$ cat config.mk
export PLATFORM = sky130hd
export DESIGN_NAME = instruction_fetch
export DESIGN_NICKNAME = d
export VERILOG_FILES = /design/src/rtl/instruction_fetch.sv
export SDC_FILE = /design/constraint.sdc
export NUM_CORES = 1
export LEC_CHECK = 0
export CORE_MARGIN = 4
export CORE_UTILIZATION = 45
export DETAILED_ROUTE_END_ITERATION = 12
export PLACE_DENSITY = 0.73
export SYNTH_ARGS = -nofsm -noshare
export SYNTH_HDL_FRONTEND = slang
export SYNTH_SLANG_ARGS = --single-unit
$ cat constraint.sdc
create_clock -name clk -period 3 [get_ports clk]
set_input_delay 0.45 -clock clk [delete_from_list [all_inputs] [get_ports clk]]
set_output_delay 0.45 -clock clk [all_outputs]
set_load 0.03 [all_outputs]
$ cat src/rtl/instruction_fetch.sv
// Fetch stage: one memory read per PC value, responses buffered with their PC for decode.
// Optional build macro FETCH_STATS_EN adds stat_fetched/stat_flushed counters.
module instruction_fetch #(
    parameter int unsigned DATA_W     = 32,
    parameter int unsigned ADDR_W     = 32,
    parameter int unsigned FIFO_DEPTH = 2
) (
    input  logic              clk,
    input  logic              rst_n,
    input  logic [ADDR_W-1:0] pc_in,
    output logic              pc_advance,
    input  logic              flush,
    output logic              imem_req_valid,
    output logic [ADDR_W-1:0] imem_req_addr,
    input  logic              imem_req_ready,
    input  logic              imem_rsp_valid,
    input  logic [DATA_W-1:0] imem_rsp_data,
    output logic              if_valid,
    output logic [DATA_W-1:0] if_instr,
    output logic [ADDR_W-1:0] if_pc,
    input  logic              if_ready
`ifdef FETCH_STATS_EN
    ,
    output logic [31:0]       stat_fetched,
    output logic [31:0]       stat_flushed
`endif
);

    localparam int unsigned PTR_W = (FIFO_DEPTH > 1) ? $clog2(FIFO_DEPTH) : 1;
    localparam int unsigned CNT_W = $clog2(FIFO_DEPTH + 1);

    typedef enum logic [1:0] {
        IDLE,
        REQ,
        WAIT,
        DROP
    } state_t;

    state_t            r_state;
    state_t            w_state_nxt;
    logic [ADDR_W-1:0] r_pend_pc;
    logic [ADDR_W-1:0] r_fifo_pc    [FIFO_DEPTH];
    logic [DATA_W-1:0] r_fifo_instr [FIFO_DEPTH];
    logic [PTR_W-1:0]  r_wr_ptr;
    logic [PTR_W-1:0]  r_rd_ptr;
    logic [CNT_W-1:0]  r_count;
    logic              w_full;
    logic              w_accept;
    logic              w_push;
    logic              w_pop;

    assign w_full = (r_count == CNT_W'(FIFO_DEPTH));

    // Flush wins over everything: suppresses the request and any push this cycle.
    always_comb begin
        w_state_nxt    = r_state;
        imem_req_valid = 1'b0;
        imem_req_addr  = '0;
        w_accept       = 1'b0;
        w_push         = 1'b0;
        case (r_state)
            IDLE: w_state_nxt = REQ;
            REQ: begin
                imem_req_addr  = pc_in;
                imem_req_valid = !w_full && !flush;
                w_accept       = imem_req_valid && imem_req_ready;
                if (w_accept) w_state_nxt = WAIT;
            end
            WAIT: begin
                if (imem_rsp_valid) begin
                    w_push      = !flush;
                    w_state_nxt = REQ;
                end else if (flush) begin
                    w_state_nxt = DROP;
                end
            end
            DROP: if (imem_rsp_valid) w_state_nxt = REQ;
            default: w_state_nxt = IDLE;
        endcase
    end

    assign pc_advance = w_accept;
    assign if_valid   = (r_count != '0);
    assign if_instr   = r_fifo_instr[r_rd_ptr];
    assign if_pc      = r_fifo_pc[r_rd_ptr];
    assign w_pop      = if_valid && if_ready && !flush;

    always_ff @(posedge clk or negedge rst_n) begin
        if (!rst_n) begin
            r_state   <= IDLE;
            r_pend_pc <= '0;
        end else begin
            r_state <= w_state_nxt;
            if (w_accept) r_pend_pc <= pc_in;
        end
    end

    always_ff @(posedge clk or negedge rst_n) begin
        if (!rst_n) begin
            r_wr_ptr <= '0;
            r_rd_ptr <= '0;
            r_count  <= '0;
        end else if (flush) begin
            r_wr_ptr <= '0;
            r_rd_ptr <= '0;
            r_count  <= '0;
        end else begin
            if (w_push) r_wr_ptr <= r_wr_ptr + 1'b1;
            if (w_pop)  r_rd_ptr <= r_rd_ptr + 1'b1;
            case ({w_push, w_pop})
                2'b10:   r_count <= r_count + 1'b1;
                2'b01:   r_count <= r_count - 1'b1;
                default: r_count <= r_count;
            endcase
        end
    end

    always_ff @(posedge clk or negedge rst_n) begin
        if (!rst_n) begin
            r_fifo_pc    <= '{default: '0};
            r_fifo_instr <= '{default: '0};
        end else if (w_push) begin
            r_fifo_pc[r_wr_ptr]    <= r_pend_pc;
            r_fifo_instr[r_wr_ptr] <= imem_rsp_data;
        end
    end

`ifdef FETCH_STATS_EN
    logic [31:0] r_stat_fetched;
    logic [31:0] r_stat_flushed;
    logic        w_inflight;

    // Only a WAIT-state fetch is still live; a DROP fetch was already counted.
    assign w_inflight = (r_state == WAIT);

    always_ff @(posedge clk or negedge rst_n) begin
        if (!rst_n) begin
            r_stat_fetched <= '0;
            r_stat_flushed <= '0;
        end else begin
            if (w_pop) r_stat_fetched <= r_stat_fetched + 32'd1;
            if (flush) r_stat_flushed <= r_stat_flushed + 32'(r_count) + 32'(w_inflight);
        end
    end

    assign stat_fetched = r_stat_fetched;
    assign stat_flushed = r_stat_flushed;
`endif

endmodule
==> results.md, run 1 <==
- Post-route minimum period: 2780 ps
- Initial DRC Count: 167
- Clk sink count: between 150 and 200
- Worst R2R Path Depth: 6
- Critical path class: register to primary output
- Post-synth cell types: 25
- Initial antenna violation count: 0
- Top cells by count, synth: 225 x mux2_2, 166 x dfrtp_1, 33 x and2_1
- GPL Wtd Cong: 0.784
- Min Hold Slack: 15.6 ps
- GRT Overall Usage: 18.1%
- CTS resizes: 0
- Reg2reg setup slack: 870 ps
- Row count: 46
- Placement Setup Slack: 524 ps
- Final Hold Fails: 0
- Pins Over Slew Limit: 0
- GRT Residual Overflow: 0
- TNS Setup: 0 ps
- Hpwl dp: 10.8 mm
- Total power: 9910 uW
- RSZ-0062 raised after global routing: no
- Reg-to-reg startpoint: r_state[1]$_DFFE_PN0P_
- WL per Instance: 17.8 microns
- Post-CTS Setup Bufs: 0
- Data required time at the worst endpoint: 2550 ps
- Num CTS Buffers: 17
- Layout cells sized above 1: between 40% and 50%
- Synth area leader: dfrtp_1
- Layout Nets: about 740
- Hold crit path type: input port to async pin
- Crit share post-route: ~90%
- Clock Latency Late Sink: 420 ps
- M3 GR Usage: 4.90%
- Layout area overhead: 34.6%
- Maximum VDD drop: about 0.46 mV
- CTS tree: yes
- Worst-path maximum fanout: 14
- IO Count: approximately 170
- Status: complete, no violations
- Bufs on Longest Clock Path: 2
- Synth warn: 0
- Cts-stage hold buffer count: 0
- Number of synthesized flops with an enable pin: 0
- Final setup violation count: 0
- PwrDens: ~1000 nW/um^2
- Largest cells by area after synthesis: dfrtp_1 57%, mux2_2 35%, and2_1 2.8%
- Detailed Routing Iterations Pass 1: 4
- Fillers: around 1200
- Ys async rst share: 100%
- Ant diodes: 0
- Crit path DAT: 2330 ps
- Die Y: 135 microns
- Setup crit end: imem_req_addr[1]
- Syn Area/Cell: between 10 and 15 sq um
- Worst-path clk slew: 60 ps
- FF-to-FF End: r_pend_pc[6]$_DFFE_PN0P_
- Post-DRT Antenna Nets: 0
- Die area: 18300 sq um
- DR DRC count: 0
- Synthesized area: 7300 sq um
- CP endpoint kind: primary output
- Via count: between 4000 and 5000
- Routed WL: 15.9 mm
- Cells after synthesis: 488
- Post-synth top area share: 56.9%
- Worst-Margin Slew: 653 ps
- Post-synthesis sequential area ratio: between 50% and 60%
- Final Skew: 9.08 ps
- Grt met2 use: slightly below 30%
- Fmax: 360 MHz
- Rel. slew slack: 56.5%
- Clk root buf: clkbuf_16
- H-tree levels: 4
- Count leader, synth: mux2_2
- Largest net degree at the start of global routing: 72
- Worst setup margin: ~220 ps
- Ys flop type: dfrtp_1
- Register bit total from synthesis: approximately 170
- Die W: approximately 140 microns
- Syn nets: 562
- Initial Util: 46.0%
- First-pass GRT wire length: 26.1 mm
- Via density: approximately 5.1
- Vias in the first global route: 5069
- Core Box Area: ~16000 sq um
- Met1 usage in global routing: 24.1%
- Final Core Density: 61.9%
- Pleak: between 0.004 and 0.005 uW
- Max Cap Viol: 0
- # port buffers: 168
- CP startpoint: r_state[1]$_DFFE_PN0P_
- GRT busiest layer: met2
- Critical Path Start Type: register
power by group:
group,internal (uW),switching [uW],total (uW)
combinational,2150,2170,4320
sequential,3050,439,3490
clock,1250,862,2110
worst min-delay path by stage:
stage                                        end  slack [ps]
finish              r_fifo_instr[48]$_DFFE_PN0P_          20
global route        r_fifo_instr[43]$_DFFE_PN0P_          80
CTS                 r_fifo_instr[43]$_DFFE_PN0P_          50
detailed placement  r_fifo_instr[18]$_DFFE_PN0P_         490
global placement    r_fifo_instr[11]$_DFFE_PN0P_         480
floorplan                 r_count[0]$_DFFE_PN0P_         150
final cells by class:
cell class / count / area [sq um] / area share [%]
Timing Repair Buffer: 181 / 1830 / 18.6
Inverter: 6 / 22.5 / 0.229
Tap cell: 216 / 270 / 2.75
Sequential cell: 166 / 4160 / 42.3
Clock inverter: 12 / 130 / 1.32
Multi-Input combinational cell: 289 / 2980 / 30.3
Clock buffer: 20 / 447 / 4.54
stage by stage:
| step | cells | cell area (sq um) |
|---|---|---|
| floorplan | 488 | 7300 |
| global placement | 858 | 9250 |
| detailed placement | 858 | 9250 |
| CTS | 890 | 9830 |
| global route | 890 | 9830 |
| finish | 890 | 9830 |
layout by cell type (no fill, tap or decap), types with 2 or more instances in the layout:
| master | count |
|---|---|
| and2_1 | 33 |
| clkdlybuf4s50_1 | 166 |
| mux2_2 | 225 |
| buf_4 | 10 |
| clkinvlp_4 | 2 |
| bufinv_16 | 2 |
| dfrtp_1 | 165 |
| o21ai_0 | 3 |
| clkinv_4 | 4 |
| inv_1 | 6 |
| buf_12 | 4 |
| nor2_1 | 5 |
| a21oi_1 | 4 |
| ha_1 | 4 |
| clkinv_2 | 4 |
| clkbuf_16 | 17 |
| clkbuf_1 | 2 |
| nor2b_1 | 2 |
| xor2_1 | 2 |
kinds of logic after synthesis:
family | after synthesis | share of synthesized area, %
simple gates | 48 | 4.11
mux | 226 | 34.8
flops | 166 | 56.9
fa+ha+maj | 4 | 0.685
buf+inv | 33 | 2.57
xor+xnor | 3 | 0.360
compound gates | 8 | 0.582
critical path, stage by stage, from the launching register on:
cell and delay (ps):
dfrtp_1 410, inv_1 90, ha_1 310, buf_4 250, and2_1 160, clkdlybuf4s50_1 690
registers in the layout, summed over array words and instances (netlist names):
register      count
r_rd_ptr          1
r_count           2
r_fifo_pc        64
r_wr_ptr          1
r_fifo_instr     64
r_pend_pc        32
r_state           2
per-layer routing:
layer / up-vias / part of all wire, %
met4: 0 / 0.99
li1: 2079 / -
met2: 127 / 49
met3: 16 / 5.4
met1: 2337 / 44
met5: - / 0
(Power assumes the default switching activity.)
==> run 2, diff against run 1 <==
--- a/config.mk
+++ b/config.mk
@@ -7,7 +7,9 @@
 export LEC_CHECK = 0
 export CORE_MARGIN = 4
 export CORE_UTILIZATION = 45
+export CTS_CLUSTER_SIZE = 16
 export DETAILED_ROUTE_END_ITERATION = 12
+export GPL_ROUTABILITY_DRIVEN = 0
 export PLACE_DENSITY = 0.73
 export SYNTH_ARGS = -nofsm -noshare
 export SYNTH_HDL_FRONTEND = slang
==> results of run 2 <==
Final layout, timing and power as in run 1 (identical DEF).
